===== src/rtl/cpu_pkg.sv =====
// cpu_pkg: constants and encodings shared by the operand-fetch stage and its
// register file.
//   DW    - datapath width (matches the ALU operand width)
//   NREG  - architectural register count
//   AW    - register address width
//   state_t - operand-fetch FSM encoding
//   shift_t - B-operand shift codes
package cpu_pkg;

  localparam int DW   = 16;
  localparam int NREG = 8;
  localparam int AW   = $clog2(NREG);

  typedef enum logic [1:0] {
    ST_IDLE   = 2'b00,
    ST_READ_A = 2'b01,
    ST_READ_B = 2'b10,
    ST_ISSUE  = 2'b11
  } state_t;

  typedef enum logic [1:0] {
    SH_NONE = 2'b00,
    SH_LSL  = 2'b01,
    SH_LSR  = 2'b10,
    SH_ASR  = 2'b11
  } shift_t;

endpackage


===== src/rtl/regfile8x16.sv =====
// regfile8x16: NREG x DW register file, async-reset clear, one synchronous
// write port and two combinational read ports.
//   clk, rst_n          - clock, async active-low reset (clears every entry)
//   we, waddr, wdata    - write port, committed on the rising edge
//   raddr_a / rdata_a   - read port A
//   raddr_b / rdata_b   - read port B
// A read that hits the address being written this cycle returns wdata, so a
// consumer latching on the same edge sees the new value (write-through).
module regfile8x16
  import cpu_pkg::*;
#(
  parameter int DW   = cpu_pkg::DW,
  parameter int NREG = cpu_pkg::NREG,
  parameter int AW   = $clog2(NREG)
) (
  input  logic          clk,
  input  logic          rst_n,
  input  logic          we,
  input  logic [AW-1:0] waddr,
  input  logic [DW-1:0] wdata,
  input  logic [AW-1:0] raddr_a,
  output logic [DW-1:0] rdata_a,
  input  logic [AW-1:0] raddr_b,
  output logic [DW-1:0] rdata_b
);

  logic [NREG-1:0][DW-1:0] mem;

  always_ff @(posedge clk or negedge rst_n) begin
    if (!rst_n) begin
      mem <= '0;
    end else if (we) begin
      mem[waddr] <= wdata;
    end
  end

  assign rdata_a = (we && (waddr == raddr_a)) ? wdata : mem[raddr_a];
  assign rdata_b = (we && (waddr == raddr_b)) ? wdata : mem[raddr_b];

endmodule


===== src/rtl/operand_fetch.sv =====
// operand_fetch: operand-fetch stage in front of the 16-bit ALU.
//   clk, rst_n                 - clock, async active-low reset
//   req_valid / req_ready      - instruction handshake (ready only in IDLE)
//   req_rn, req_rm, req_rd     - source A, source B, destination registers
//   req_shift, req_use_imm,
//   req_imm, req_aluop         - B-operand shaping and ALU op
//   out_valid / out_ready      - operand handshake toward the ALU
//   Ain, Bin, ALUop, out_rd    - operands, op and destination tag
//   wb_en, wb_addr, wb_data    - register-file write-back port
// Flow: IDLE accepts -> READ_A latches A -> READ_B latches (shifted) B or the
// immediate -> ISSUE holds outputs until out_ready.
module operand_fetch
  import cpu_pkg::*;
#(
  parameter int DW   = cpu_pkg::DW,
  parameter int NREG = cpu_pkg::NREG,
  parameter int AW   = $clog2(NREG)
) (
  input  logic          clk,
  input  logic          rst_n,
  input  logic          req_valid,
  output logic          req_ready,
  input  logic [AW-1:0] req_rn,
  input  logic [AW-1:0] req_rm,
  input  logic [AW-1:0] req_rd,
  input  logic [1:0]    req_shift,
  input  logic          req_use_imm,
  input  logic [DW-1:0] req_imm,
  input  logic [1:0]    req_aluop,
  output logic          out_valid,
  input  logic          out_ready,
  output logic [DW-1:0] Ain,
  output logic [DW-1:0] Bin,
  output logic [1:0]    ALUop,
  output logic [AW-1:0] out_rd,
  input  logic          wb_en,
  input  logic [AW-1:0] wb_addr,
  input  logic [DW-1:0] wb_data
);

  state_t        state_q, state_d;

  // Instruction fields captured on the accept edge; req_* is ignored after.
  logic [AW-1:0] h_rn, h_rm, h_rd;
  shift_t        h_shift;
  logic          h_use_imm;
  logic [DW-1:0] h_imm;
  logic [1:0]    h_aluop;

  logic [DW-1:0] rf_a, rf_b, b_shifted;

  regfile8x16 #(.DW(DW), .NREG(NREG), .AW(AW)) u_rf (
    .clk     (clk),
    .rst_n   (rst_n),
    .we      (wb_en),
    .waddr   (wb_addr),
    .wdata   (wb_data),
    .raddr_a (h_rn),
    .rdata_a (rf_a),
    .raddr_b (h_rm),
    .rdata_b (rf_b)
  );

  // FSM state register
  always_ff @(posedge clk or negedge rst_n) begin
    if (!rst_n) state_q <= ST_IDLE;
    else        state_q <= state_d;
  end

  // FSM next state and handshake outputs
  always_comb begin
    state_d   = state_q;
    req_ready = 1'b0;
    out_valid = 1'b0;
    unique case (state_q)
      ST_IDLE: begin
        req_ready = 1'b1;
        if (req_valid) state_d = ST_READ_A;
      end
      ST_READ_A: state_d = ST_READ_B;
      ST_READ_B: state_d = ST_ISSUE;
      ST_ISSUE: begin
        out_valid = 1'b1;
        if (out_ready) state_d = ST_IDLE;
      end
      default: state_d = ST_IDLE;
    endcase
  end

  // B-operand shifter; width-preserving, shifted-out bit dropped.
  always_comb begin
    b_shifted = rf_b;
    unique case (h_shift)
      SH_NONE: b_shifted = rf_b;
      SH_LSL:  b_shifted = {rf_b[DW-2:0], 1'b0};
      SH_LSR:  b_shifted = {1'b0, rf_b[DW-1:1]};
      SH_ASR:  b_shifted = {rf_b[DW-1], rf_b[DW-1:1]};
      default: b_shifted = rf_b;
    endcase
  end

  // Holding registers and output operands. Outputs only change in READ_A /
  // READ_B, so they are frozen throughout ISSUE regardless of write-back.
  always_ff @(posedge clk or negedge rst_n) begin
    if (!rst_n) begin
      h_rn      <= '0;
      h_rm      <= '0;
      h_rd      <= '0;
      h_shift   <= SH_NONE;
      h_use_imm <= 1'b0;
      h_imm     <= '0;
      h_aluop   <= '0;
      Ain       <= '0;
      Bin       <= '0;
      ALUop     <= '0;
      out_rd    <= '0;
    end else begin
      unique case (state_q)
        ST_IDLE: begin
          if (req_valid) begin
            h_rn      <= req_rn;
            h_rm      <= req_rm;
            h_rd      <= req_rd;
            h_shift   <= shift_t'(req_shift);
            h_use_imm <= req_use_imm;
            h_imm     <= req_imm;
            h_aluop   <= req_aluop;
          end
        end
        ST_READ_A: Ain <= rf_a;
        ST_READ_B: begin
          Bin    <= h_use_imm ? h_imm : b_shifted;
          ALUop  <= h_aluop;
          out_rd <= h_rd;
        end
        default: ;
      endcase
    end
  end

endmodule


===== config.mk =====
export PLATFORM = sky130hd
export DESIGN_NAME = operand_fetch
export DESIGN_NICKNAME = d
export VERILOG_FILES = /design/src/rtl/cpu_pkg.sv /design/src/rtl/regfile8x16.sv /design/src/rtl/operand_fetch.sv
export SDC_FILE = /design/constraint.sdc
export NUM_CORES = 1
export LEC_CHECK = 0
export ABC_AREA = 1
export BUFFER_PORTS_ARGS = -buffer_cell sky130_fd_sc_hd__buf_2
export CAP_MARGIN = 10
export CORE_MARGIN = 8
export CORE_UTILIZATION = 40
export CTS_CLUSTER_DIAMETER = 40
export DETAILED_ROUTE_END_ITERATION = 12
export GPL_TIMING_DRIVEN = 0
export HOLD_SLACK_MARGIN = 0.1
export RECOVER_POWER = 100
export SYNTH_ARGS = -nofsm -noshare
export SYNTH_HDL_FRONTEND = slang
export SYNTH_HIERARCHICAL = 1
export SYNTH_SLANG_ARGS = --single-unit

===== constraint.sdc =====
create_clock -name clk -period 2.2 [get_ports clk]
set_input_delay 0 -clock clk [delete_from_list [all_inputs] [get_ports clk]]
set_output_delay 0 -clock clk [all_outputs]
set_load 0.02 [all_outputs]

==> reports/metrics.cfg <==
[status]
status = finished, final reports clean

[layout]
utilization_pct = 48.0
syn2layout_area_growth_pct = 17.7
diodes = 0
fill_cells = 2769
final_area_sq_mm = 0.0129
multi_input_area_sq_mm = 0.00488
final_nets = 1742
stdcell_count = 2037
regArea_sq_mm = 0.00493
layout-drive-gt1-share_pct = 10.0

[floorplanning]
die_h_um = 182
coreArea_sq_mm = 0.0270
dieArea_sq_mm = 0.0330
die_w_um = 182
start_util_pct = 40.8
ios = 93
floorplan.rows = 60

[global_routing]
grt_pass1_wl_um = 59300
use_met1_pct = 31.4
grt_pass1_vias = 10600
grt_use_met3_pct = 3.33
met2_usage_pct = 36.1
grt_overflow_total = 0
grt.busiest_layer = met2
grt_usage_pct = 23.0
antenna_found_initial = 0
grt_max_degree = 105

[drt]
drc = 0
drt-total-wl_um = 38300
first_iter_violations = 1321
avgRoutedWirePerCell_um = 18.8
dr_total_vias = 10800
vias_per_cell = 5.30
ant_nets = 0
first_pass_iters = 6

[flow_run]
cap_viol_max_count = 0

[synthesis]
async_reset_ff_share_pct = 100
synth_ff_type = dfrtp_1
avgSynthCellArea_sq_um = 7.26
syn_inst = 1514
synth_area_sq_mm = 0.0110
synth_edf_count = 0
syn-num-nets = 1573
yosys_warnings = 6
ys_seq_area_share_pct = 44.9
synth_seq_cells = 197
yosys.cell_types.count = 26

[worst_setup_path]
cpPeakStageDelay_ns = 0.42
arrival_ns = 2.43
start_kind = flip-flop
path_cells = inv_1, buf_2, clkbuf_4, nand2_1, nand3_1, nand3_1, nand3_1, nand2_1, a21oi_1, nand3_1, nand2_1, nand2_1
cp_slowest_cell = dfrtp_1
end_kind = flip-flop
critical_path_class = flip-flop to flip-flop
cp.required_ns = 2.54
cp_max_fo = 10

[timing]
fin_crit_ns = 2.09
tightest_slew_ns = 1.46
finalHoldViolations = 0
setup_tns_ns = 0
worst_slack_ns = 0.106
slew_headroom_pct = 2.49
min_period_over_period_pct = 95.2
holdWs_ns = 0.141
slew_viol_final = 0
setup_viol = 0
fin_skew_ns = 0.0132
clock.fmax_mhz = 477

[placement]
dpl.hpwl_um = 27600
gp_congestion = 0.921
io_buffers = 92
dp_cells = 1948
pre_cts_ws_ns = 0.0262
dpl_cell_area_sq_mm = 0.0119

[clock_network]
post_cts_buffers = 0
cts_tree = built
cts_sinks = 197
cts_made_buffers = 17
clk_pin_slew_ns = 0.08
htreeDepth = 4
cts_root_buf = clkbuf_16
ctsLongestPathBuffers = 2
clk_latency_ns = 0.44

[power_and_ir_drop]
vdd_drop_max_mv = 0.538
power.density_mw_per_mm2 = 1410
leakagePower_nw = 6.64
totalPowerFinal_mw = 18.2

[worst_hold_path]
hp-class = primary input to flip-flop

layout make-up:
class / count / share of cell area, %
clock buffer: 19 / 3.50
tap: 341 / 3.30
multi-input combinational: 1060 / 37.7
clock inverter: 13 / 1.04
timing repair buffer: 150 / 7.82
sequential: 197 / 38.1
inverter: 165 / 4.87
buffer: 92 / 3.65
metal layers:
| metal | vias up | share of wire [%] |
|---|---|---|
| li1 | 5102 | - |
| met1 | 5168 | 44 |
| met2 | 463 | 46 |
| met3 | 71 | 7.1 |
| met4 | 0 | 3.4 |
| met5 | - | 0 |
registers in the layout (all words and copies together) (netlist names):
| signal | cells |
|---|---|
| h_shift | 2 |
| Ain | 16 |
| out_rd | 3 |
| ALUop | 2 |
| u_rf/mem | 128 |
| h_imm | 16 |
| h_rm | 3 |
| h_use_imm | 1 |
| h_rn | 3 |
| Bin | 16 |
| h_aluop | 2 |
| h_rd | 3 |
| state_q | 2 |
worst max-delay path: cells and delay by family (launching register included):
family	cells	cell delay (ns)
simple gates	8	0.83
compound gates	1	0.17
flops	1	0.42
buf+inv	3	0.56
what timing repair did:
| action | 4_1_cts | 5_1_grt |
|---|---|---|
| hold buffers | 57 | 0 |
| hold endpoints to repair | 270 | 0 |
| setup endpoints to repair | 0 | 12 |
| resized for setup | 0 | 19 |
cells in the mapped netlist, types with 2 or more instances:
library cell / number / area share, %
clkbuf_1: 34 / 1.2
nand3_1: 237 / 11
buf_6: 9 / 0.92
inv_2: 7 / 0.24
buf_2: 42 / 1.9
nand2_1: 572 / 20
inv_4: 2 / 0.11
nor2_1: 42 / 1.4
mux2_1: 10 / 1.0
inv_1: 154 / 5.3
dfrtp_1: 197 / 45
buf_4: 4 / 0.27
nand2_2: 3 / 0.17
o21ai_0: 131 / 6.0
clkinv_2: 2 / 0.091
mux2_2: 10 / 1.0
ha_1: 5 / 0.57
nor2_4: 2 / 0.20
buf_1: 3 / 0.10
a21oi_1: 21 / 0.96
mux2_4: 22 / 3.0
report_power, final:
group / switching, mW / internal, mW
Sequential: 0.590 / 4.72
Combinational: 6.58 / 3.13
Clock: 1.54 / 1.67
path summary, 6_finish.rpt:
path,endpoint,depth (start not counted),start,slack (ns)
setup / recovery,Bin[3]$_DFFE_PN0N_,12,h_rm[0]$_DFFE_PN0P_,0.11
hold / removal,u_rf/mem[79]$_DFFE_PN0P_,6,wb_en,0.14
setup reg to reg,Bin[3]$_DFFE_PN0N_,12,h_rm[0]$_DFFE_PN0P_,0.11
hold reg to reg,ALUop[1]$_DFFE_PN0N_,2,h_aluop[1]$_DFFE_PN0P_,0.47
max in group asynchronous,Ain[0]$_DFFE_PN0N_,3,rst_n,0.53
min in group asynchronous,u_rf/mem[50]$_DFFE_PN0P_,2,rst_n,0.49
cells by family after synthesis:
group                      Yosys count  share of synthesized area, %
and+or+nand+nor                    859                          32.4
buffers and inverters              257                          10.1
DFF                                197                          44.9
AOI/OAI and AO/OA                  154                          7.05
muxes                               42                          5.06
adders and majority gates            5                         0.569
cell usage in the layout, fill, tap and decap left out:
master / count
o22ai_1: 1
nand2_2: 2
nand2_4: 1
nand2_1: 573
inv_2: 4
clkbuf_4: 6
nor2_4: 2
nor3_2: 1
buf_1: 3
clkbuf_8: 2
a21oi_1: 20
nor2_1: 42
inv_1: 156
clkbuf_1: 73
buf_2: 81
a21oi_2: 1
clkbuf_16: 17
clkinv_2: 3
dlygate4sd3_1: 57
buf_6: 5
clkbuf_2: 11
bufinv_16: 1
nand3_1: 237
o21ai_0: 131
buf_16: 1
mux2_2: 10
a21o_1: 1
ha_1: 5
inv_4: 3
nor2_2: 1
buf_4: 5
clkinvlp_4: 1
inv_6: 6
dfrtp_1: 197
clkinv_4: 2
inv_8: 2
mux2_4: 2
mux2_1: 30
(Power assumes the default switching activity.)
